`config.mk`:
```
export PLATFORM = sky130hd
export DESIGN_NAME = mem_port_arbiter_flat
export DESIGN_NICKNAME = d
export VERILOG_FILES = /design/src/rtl/mem_port_arbiter_if.sv /design/src/rtl/mem_port_arbiter.sv /design/src/flat_wrapper.sv
export SDC_FILE = /design/constraint.sdc
export NUM_CORES = 1
export LEC_CHECK = 0
export ABC_CLOCK_PERIOD_IN_PS = 8700
export BUFFER_PORTS_ARGS = -buffer_cell sky130_fd_sc_hd__buf_2
export CORE_MARGIN = 2
export CORE_UTILIZATION = 30
export CTS_CLUSTER_DIAMETER = 120
export CTS_CLUSTER_SIZE = 8
export DETAILED_ROUTE_END_ITERATION = 8
export PLACE_DENSITY = 0.6
export RECOVER_POWER = 25
export SLEW_MARGIN = 20
export SYNTH_ARGS = -nofsm -noshare
export SYNTH_HDL_FRONTEND = slang
export SYNTH_SLANG_ARGS = --single-unit
```
`constraint.sdc`:
```
create_clock -name clk -period 8.7 [get_ports clk]
set_clock_uncertainty 0.2 [all_clocks]
set_input_delay 0.87 -clock clk [delete_from_list [all_inputs] [get_ports clk]]
set_output_delay 0.87 -clock clk [all_outputs]
set_load 0.005 [all_outputs]
```
`src/rtl/mem_port_arbiter_if.sv`:
```
// Request/grant/completion bus for the two-port memory arbiter plus its memory command port.
interface mem_port_arbiter_if #(
  parameter int unsigned ADDR_W = 32,
  parameter int unsigned DATA_W = 32
);
  logic              cpu_req;
  logic              cpu_we;
  logic [ADDR_W-1:0] cpu_addr;
  logic [DATA_W-1:0] cpu_wdata;
  logic              cpu_gnt;
  logic              cpu_done;
  logic [DATA_W-1:0] cpu_rdata;

  logic              dma_req;
  logic              dma_we;
  logic [ADDR_W-1:0] dma_addr;
  logic [DATA_W-1:0] dma_wdata;
  logic              dma_gnt;
  logic              dma_done;
  logic [DATA_W-1:0] dma_rdata;

  logic              mem_en;
  logic              mem_we;
  logic [ADDR_W-1:0] mem_addr;
  logic [DATA_W-1:0] mem_wdata;
  logic [DATA_W-1:0] mem_rdata;

  modport slave (
    input  cpu_req, cpu_we, cpu_addr, cpu_wdata,
    input  dma_req, dma_we, dma_addr, dma_wdata,
    input  mem_rdata,
    output cpu_gnt, cpu_done, cpu_rdata,
    output dma_gnt, dma_done, dma_rdata,
    output mem_en, mem_we, mem_addr, mem_wdata
  );

  modport master (
    output cpu_req, cpu_we, cpu_addr, cpu_wdata,
    output dma_req, dma_we, dma_addr, dma_wdata,
    output mem_rdata,
    input  cpu_gnt, cpu_done, cpu_rdata,
    input  dma_gnt, dma_done, dma_rdata,
    input  mem_en, mem_we, mem_addr, mem_wdata
  );
endinterface

```
`src/rtl/mem_port_arbiter.sv`:
```
// CPU/DMA single-port memory arbiter: IDLE -> ISSUE -> WAIT(MEM_LAT) -> DONE, CPU priority.
// Define MEM_ARB_STARVE_GUARD_EN to let DMA win after STARVE_MAX CPU grants while it waits.
module mem_port_arbiter #(
  parameter int unsigned ADDR_W     = 32,
  parameter int unsigned DATA_W     = 32,
  parameter int unsigned MEM_LAT    = 2,
  parameter int unsigned STARVE_MAX = 8
) (
  input  logic                clk,
  input  logic                reset,
  mem_port_arbiter_if.slave   bus,
  output logic                busy
);

  typedef enum logic [1:0] {IDLE, ISSUE, WAIT, DONE} state_t;
  typedef enum logic {OWN_CPU, OWN_DMA} owner_t;

  state_t            state;
  owner_t            owner;
  logic [3:0]        wait_cnt;
  logic              lat_we;

  logic              any_req;
  logic              dma_wins;
  logic              win_we;
  logic [ADDR_W-1:0] win_addr;
  logic [DATA_W-1:0] win_wdata;

`ifdef MEM_ARB_STARVE_GUARD_EN
  logic [7:0] starve_cnt;
  logic       starved;
  assign starved = (starve_cnt == 8'(STARVE_MAX));
`else
  logic starve_max_unused;
  assign starve_max_unused = ^32'(STARVE_MAX);
`endif

  always_comb begin
    any_req = bus.cpu_req | bus.dma_req;
`ifdef MEM_ARB_STARVE_GUARD_EN
    dma_wins = bus.dma_req & (~bus.cpu_req | starved);
`else
    dma_wins = bus.dma_req & ~bus.cpu_req;
`endif
    win_we    = dma_wins ? bus.dma_we    : bus.cpu_we;
    win_addr  = dma_wins ? bus.dma_addr  : bus.cpu_addr;
    win_wdata = dma_wins ? bus.dma_wdata : bus.cpu_wdata;
  end

  assign busy = (state != IDLE);

  // mem_addr/mem_wdata double as the latched request fields, so they naturally hold after ISSUE.
  always_ff @(posedge clk or posedge reset) begin
    if (reset) begin
      state         <= IDLE;
      owner         <= OWN_CPU;
      wait_cnt      <= '0;
      lat_we        <= 1'b0;
      bus.cpu_gnt   <= 1'b0;
      bus.cpu_done  <= 1'b0;
      bus.cpu_rdata <= '0;
      bus.dma_gnt   <= 1'b0;
      bus.dma_done  <= 1'b0;
      bus.dma_rdata <= '0;
      bus.mem_en    <= 1'b0;
      bus.mem_we    <= 1'b0;
      bus.mem_addr  <= '0;
      bus.mem_wdata <= '0;
`ifdef MEM_ARB_STARVE_GUARD_EN
      starve_cnt    <= '0;
`endif
    end else begin
      case (state)
        IDLE: begin
          if (any_req) begin
            state         <= ISSUE;
            owner         <= dma_wins ? OWN_DMA : OWN_CPU;
            lat_we        <= win_we;
            bus.mem_en    <= 1'b1;
            bus.mem_we    <= win_we;
            bus.mem_addr  <= win_addr;
            bus.mem_wdata <= win_wdata;
            bus.cpu_gnt   <= ~dma_wins;
            bus.dma_gnt   <= dma_wins;
          end
`ifdef MEM_ARB_STARVE_GUARD_EN
          // dma_req high without a DMA win implies a CPU grant this edge.
          if (!bus.dma_req || dma_wins) starve_cnt <= '0;
          else                          starve_cnt <= starve_cnt + 8'd1;
`endif
        end
        ISSUE: begin
          bus.mem_en  <= 1'b0;
          bus.mem_we  <= 1'b0;
          bus.cpu_gnt <= 1'b0;
          bus.dma_gnt <= 1'b0;
          wait_cnt    <= 4'(MEM_LAT);
          state       <= WAIT;
        end
        WAIT: begin
          if (wait_cnt == 4'd1) begin
            wait_cnt <= '0;
            state    <= DONE;
            if (!lat_we) begin
              if (owner == OWN_DMA) bus.dma_rdata <= bus.mem_rdata;
              else                  bus.cpu_rdata <= bus.mem_rdata;
            end
            bus.cpu_done <= (owner == OWN_CPU);
            bus.dma_done <= (owner == OWN_DMA);
          end else begin
            wait_cnt <= wait_cnt - 4'd1;
          end
        end
        DONE: begin
          bus.cpu_done <= 1'b0;
          bus.dma_done <= 1'b0;
          state        <= IDLE;
        end
        default: state <= IDLE;
      endcase
    end
  end

endmodule

```
`src/flat_wrapper.sv`:
```
// flat-port wrapper written by rule: the top's interface ports become plain ports
module mem_port_arbiter_flat 
#(
  parameter int unsigned ADDR_W     = 32,
  parameter int unsigned DATA_W     = 32,
  parameter int unsigned MEM_LAT    = 2,
  parameter int unsigned STARVE_MAX = 8
)
  (clk, reset, busy, bus_cpu_req, bus_cpu_we, bus_cpu_addr, bus_cpu_wdata, bus_dma_req, bus_dma_we, bus_dma_addr, bus_dma_wdata, bus_mem_rdata, bus_cpu_gnt, bus_cpu_done, bus_cpu_rdata, bus_dma_gnt, bus_dma_done, bus_dma_rdata, bus_mem_en, bus_mem_we, bus_mem_addr, bus_mem_wdata);
  mem_port_arbiter_if #(.ADDR_W(ADDR_W), .DATA_W(DATA_W)) bus_i ();
  input  logic clk;
  input  logic reset;
  output logic busy;
  input wire logic [$bits(bus_i.cpu_req)-1:0] bus_cpu_req;
  input wire logic [$bits(bus_i.cpu_we)-1:0] bus_cpu_we;
  input wire logic [$bits(bus_i.cpu_addr)-1:0] bus_cpu_addr;
  input wire logic [$bits(bus_i.cpu_wdata)-1:0] bus_cpu_wdata;
  input wire logic [$bits(bus_i.dma_req)-1:0] bus_dma_req;
  input wire logic [$bits(bus_i.dma_we)-1:0] bus_dma_we;
  input wire logic [$bits(bus_i.dma_addr)-1:0] bus_dma_addr;
  input wire logic [$bits(bus_i.dma_wdata)-1:0] bus_dma_wdata;
  input wire logic [$bits(bus_i.mem_rdata)-1:0] bus_mem_rdata;
  output wire logic [$bits(bus_i.cpu_gnt)-1:0] bus_cpu_gnt;
  output wire logic [$bits(bus_i.cpu_done)-1:0] bus_cpu_done;
  output wire logic [$bits(bus_i.cpu_rdata)-1:0] bus_cpu_rdata;
  output wire logic [$bits(bus_i.dma_gnt)-1:0] bus_dma_gnt;
  output wire logic [$bits(bus_i.dma_done)-1:0] bus_dma_done;
  output wire logic [$bits(bus_i.dma_rdata)-1:0] bus_dma_rdata;
  output wire logic [$bits(bus_i.mem_en)-1:0] bus_mem_en;
  output wire logic [$bits(bus_i.mem_we)-1:0] bus_mem_we;
  output wire logic [$bits(bus_i.mem_addr)-1:0] bus_mem_addr;
  output wire logic [$bits(bus_i.mem_wdata)-1:0] bus_mem_wdata;
  assign bus_i.cpu_req = bus_cpu_req;
  assign bus_i.cpu_we = bus_cpu_we;
  assign bus_i.cpu_addr = bus_cpu_addr;
  assign bus_i.cpu_wdata = bus_cpu_wdata;
  assign bus_i.dma_req = bus_dma_req;
  assign bus_i.dma_we = bus_dma_we;
  assign bus_i.dma_addr = bus_dma_addr;
  assign bus_i.dma_wdata = bus_dma_wdata;
  assign bus_i.mem_rdata = bus_mem_rdata;
  assign bus_cpu_gnt = bus_i.cpu_gnt;
  assign bus_cpu_done = bus_i.cpu_done;
  assign bus_cpu_rdata = bus_i.cpu_rdata;
  assign bus_dma_gnt = bus_i.dma_gnt;
  assign bus_dma_done = bus_i.dma_done;
  assign bus_dma_rdata = bus_i.dma_rdata;
  assign bus_mem_en = bus_i.mem_en;
  assign bus_mem_we = bus_i.mem_we;
  assign bus_mem_addr = bus_i.mem_addr;
  assign bus_mem_wdata = bus_i.mem_wdata;
  mem_port_arbiter #(.ADDR_W(ADDR_W), .DATA_W(DATA_W), .MEM_LAT(MEM_LAT), .STARVE_MAX(STARVE_MAX)) u_core (.clk(clk), .reset(reset), .bus(bus_i), .busy(busy));
endmodule
```
==> run_results.csv <==
group,metric,value,unit
status,status,"finished with violations",
status,violations,"max-capacitance violations, max-slew violations",
route,viasPerCell,4.45,
synthesis,synthDistinctLibCells,32,
setup_path,worstPathCellList,"buf_2, clkinvlp_2, buf_4",
placement,place.gp.congestion,0.748,
placement,numPortBuffers,300,
setup_path,rr_endpoint,"u_core.bus.mem_addr[12]$_DFFE_PP0P_",
synthesis,synth_most_common_cell,"dfrtp_1",
synthesis,synth.avg_cell_area,12.6,sq um
setup_path,startpoint_type,"input pin",
global_routing,grt_pass1_vias,4690,
synthesis,mappedNetlistNets,665,
final_layout,utilization,41.6,%
final_layout,nFillCells,1990,
placement,dp_hpwl,11700,um
timing,tightest_slew,3.22,ns
die,die_width,148,um
synthesis,synth_top_area_share,57.2,%
clocking,cts_tree,"yes",
die,num_io_pins,301,
power_and_ir_drop,internal-power,1830,uW
clocking,clock-sinks,142,
hold_path,hold_path.class,"reg2reg",
power_and_ir_drop,p_sw_share,32.9,%
timing,hold_violations,0,
synthesis,yosysSeqAreaShare,57.2,%
power_and_ir_drop,vdd_drop_max,0.122,mV
hold_path,hold_end,"u_core.bus.mem_addr[29]$_DFFE_PP0P_",
route,wl_per_cell,15.1,um
die,row_count,52,
synthesis,synthTopCellsByCount,"142 x dfrtp_1, 71 x nand2_1, 70 x o21ai_0",
route,drtIter0Drc,137,
global_routing,grt_max_degree,123,
clocking,path_clk_slew,0.06,ns
route,wirelength,16100,um
synthesis,synthFlopType,"dfrtp_1",
timing,rsz0062_at_grt,"no",
synthesis,ys_ff_latch,142,
clocking,cts_setup_buffers,0,
timing,period_share,41.0,%
synthesis,synth_edf_count,0,
setup_path,crit_required,8.91,ns
synthesis,synthArstFlopShare,100,%
placement,place_ws,5.64,ns
timing,max_slew_margin,-116,%
synthesis,syn_area,6210,sq um
setup_path,cpMaxStageDelayCell,"clkinvlp_2",
die,fp.dieH,148,um
synthesis,synth_warnings,0,
power_and_ir_drop,combPwrFrac,32.8,%
placement,dp_cells,1034,
clocking,clockBufferDepth,2,
hold_path,holdPathStages,2,
power_and_ir_drop,clkPwrFrac,26.3,%
timing,fin_ws,5.13,ns
final_layout,fin_nets,955,
setup_path,critPathArrivalTime,3.78,ns
setup_path,slowest_delay,1.79,ns
setup_path,critPathMaxFanout,73,
die,initial_core_util,30.6,%
timing,drv_slew,71,
setup_path,worst-setup-path-type,"in2async",
route,antenna_left,0,
synthesis,synth.area.top_cells,"dfrtp_1 57%, mux2i_1 11%, mux2_4 7.3%, mux2_2 6.0%, o21ai_0 5.6%",
power_and_ir_drop,switching_power,896,uW
timing,finalSetupViolCount,0,
hold_path,hold_start,"u_core.bus.mem_addr[29]$_DFFE_PP0P_",
final_layout,drive_gt1_share,49.1,%
setup_path,r2r_start,"u_core.state[0]$_DFFE_PP0P_",
synthesis,yosys.area.top_type,"dfrtp_1",
die,core-area,20300,sq um
global_routing,globalRouteOverflowTotal,0,
final_layout,area_growth,36.0,%
route,firstDrtPassIters,4,
global_routing,grtUsageTotal,14.6,%
timing,period_needed,3.57,ns
power_and_ir_drop,cellPowerDensity,323,nW/um^2
global_routing,antenna_found_initial,2,
route,vias,4752,
setup_path,rr_worst_depth,5,
route,drc,0,
setup_path,cp-end-kind,"asynchronous set/reset pin",
power_and_ir_drop,seqPwrFrac,41.0,%
timing,tns,0,ns
clocking,cts_made_buffers,17,
timing,max_freq,0.280,GHz
final_layout,layoutNonFillerInstCount,1068,
clocking,cts-root-buf,"clkbuf_16",
job,maxCapViolCount,2,
clocking,clock_latency,0.41,ns
synthesis,synthCells,493,
global_routing,grt_pass1_wl,25000,um
clocking,cts.htree.levels,4,
clocking,post_cts_resized,0,
die,dieArea,21900,sq um
clocking,cts-hold-fix-buffers,0,
setup_path,reg2reg_slack,5.67,ns
timing,holdWs,0.271,ns
power_and_ir_drop,leakagePower,0.00430,uW
-- how the worst max path moves through the flow --
stage / start / slack, ns / to / cells after the start
5_1_grt: reset / 4.49 / u_core.bus.dma_rdata[31]$_DFFE_PP0P_ / 3
3_5_place_dp: bus_dma_req / 5.64 / u_core.bus.mem_wdata[11]$_DFFE_PP0P_ / 5
6_report: reset / 5.13 / u_core.bus.dma_rdata[23]$_DFFE_PP0P_ / 3
3_3_place_gp: bus_dma_req / 5.67 / u_core.bus.mem_wdata[11]$_DFFE_PP0P_ / 5
4_1_cts: u_core.wait_cnt[1]$_DFFE_PP0P_ / 6.03 / u_core.bus.dma_rdata[23]$_DFFE_PP0P_ / 5
2_1_floorplan: reset / 3.82 / u_core.bus.cpu_done$_DFFE_PP0P_ / 1
-- layer usage --
| metal | GRT usage (%) | vias up | part of all wire, % |
|---|---|---|---|
| li1 | - | 2308 | - |
| met1 | 18.2 | 2202 | 43 |
| met2 | 23.5 | 224 | 46 |
| met3 | 4.91 | 18 | 8.8 |
| met4 | 5.76 | 0 | 1.8 |
| met5 | 0 | - | 0 |
-- power by group through the flow --
stage	Combinational (uW)	Clock (uW)	Sequential [uW]
finish	893	716	1120
global route	1010	775	1160
CTS	918	743	1120
detailed placement	923	0	1120
global placement	908	0	1120
floorplan	450	0	1140
-- metrics by stage --
| stage | power, uW | instance area [sq um] |
|---|---|---|
| floorplan | 1590 | 6210 |
| global placement | 2020 | 7880 |
| detailed placement | 2040 | 7880 |
| CTS | 2780 | 8470 |
| global route | 2940 | 8440 |
| finish | 2730 | 8440 |
-- logic make-up (layout without fill, tap and decap cells) --
family | Yosys count | count (layout) | synth area share, %
compound gates | 83 | 83 | 6.99
fa+ha+maj | 6 | 6 | 1.21
buf+inv | 43 | 346 | 4.11
flops | 142 | 142 | 57.2
mux | 133 | 133 | 24.5
other cells | 0 | 2 | 0
simple gates | 86 | 86 | 5.91
-- sequential cells by signal, summed over array words and instances (netlist names) --
name                  flops
u_core.bus.cpu_done       1
u_core.bus.dma_rdata     32
u_core.bus.cpu_gnt        1
u_core.lat_we             1
u_core.bus.mem_we         1
u_core.bus.mem_en         1
u_core.bus.mem_wdata     32
u_core.state              2
u_core.bus.cpu_rdata     32
u_core.bus.mem_addr      32
u_core.bus.dma_gnt        1
u_core.bus.dma_done       1
u_core.owner              1
u_core.wait_cnt           4
-- worst max-delay path: cells and delay by family --
kind                   cells  cell delay (ns)
buffers and inverters      3             2.86
-- layout make-up --
cell class,count,area [sq um],share of cell area [%]
clock buffers,20,457,5.41
multi-input cells,308,2410,28.5
clock inverters,12,125,1.48
flip-flops and latches,142,3550,42.1
repair buffers,304,1520,18.0
well taps,270,338,4.00
inverters,10,38.8,0.460
diodes,2,5.00,0.0593
-- cell usage in the layout (no fill, tap or decap), drive strengths merged, types with 3 or more instances in the layout --
master,synthesis,layout
clkinvlp,0,4
buf,15,292
dfrtp,142,142
inv,10,15
clkbuf,18,32
ha,6,6
mux2i,69,69
mux2,64,64
nand2,71,71
nor2,3,3
o21ai,71,71
a21oi,5,5
Power figures use the tool's default switching activity.
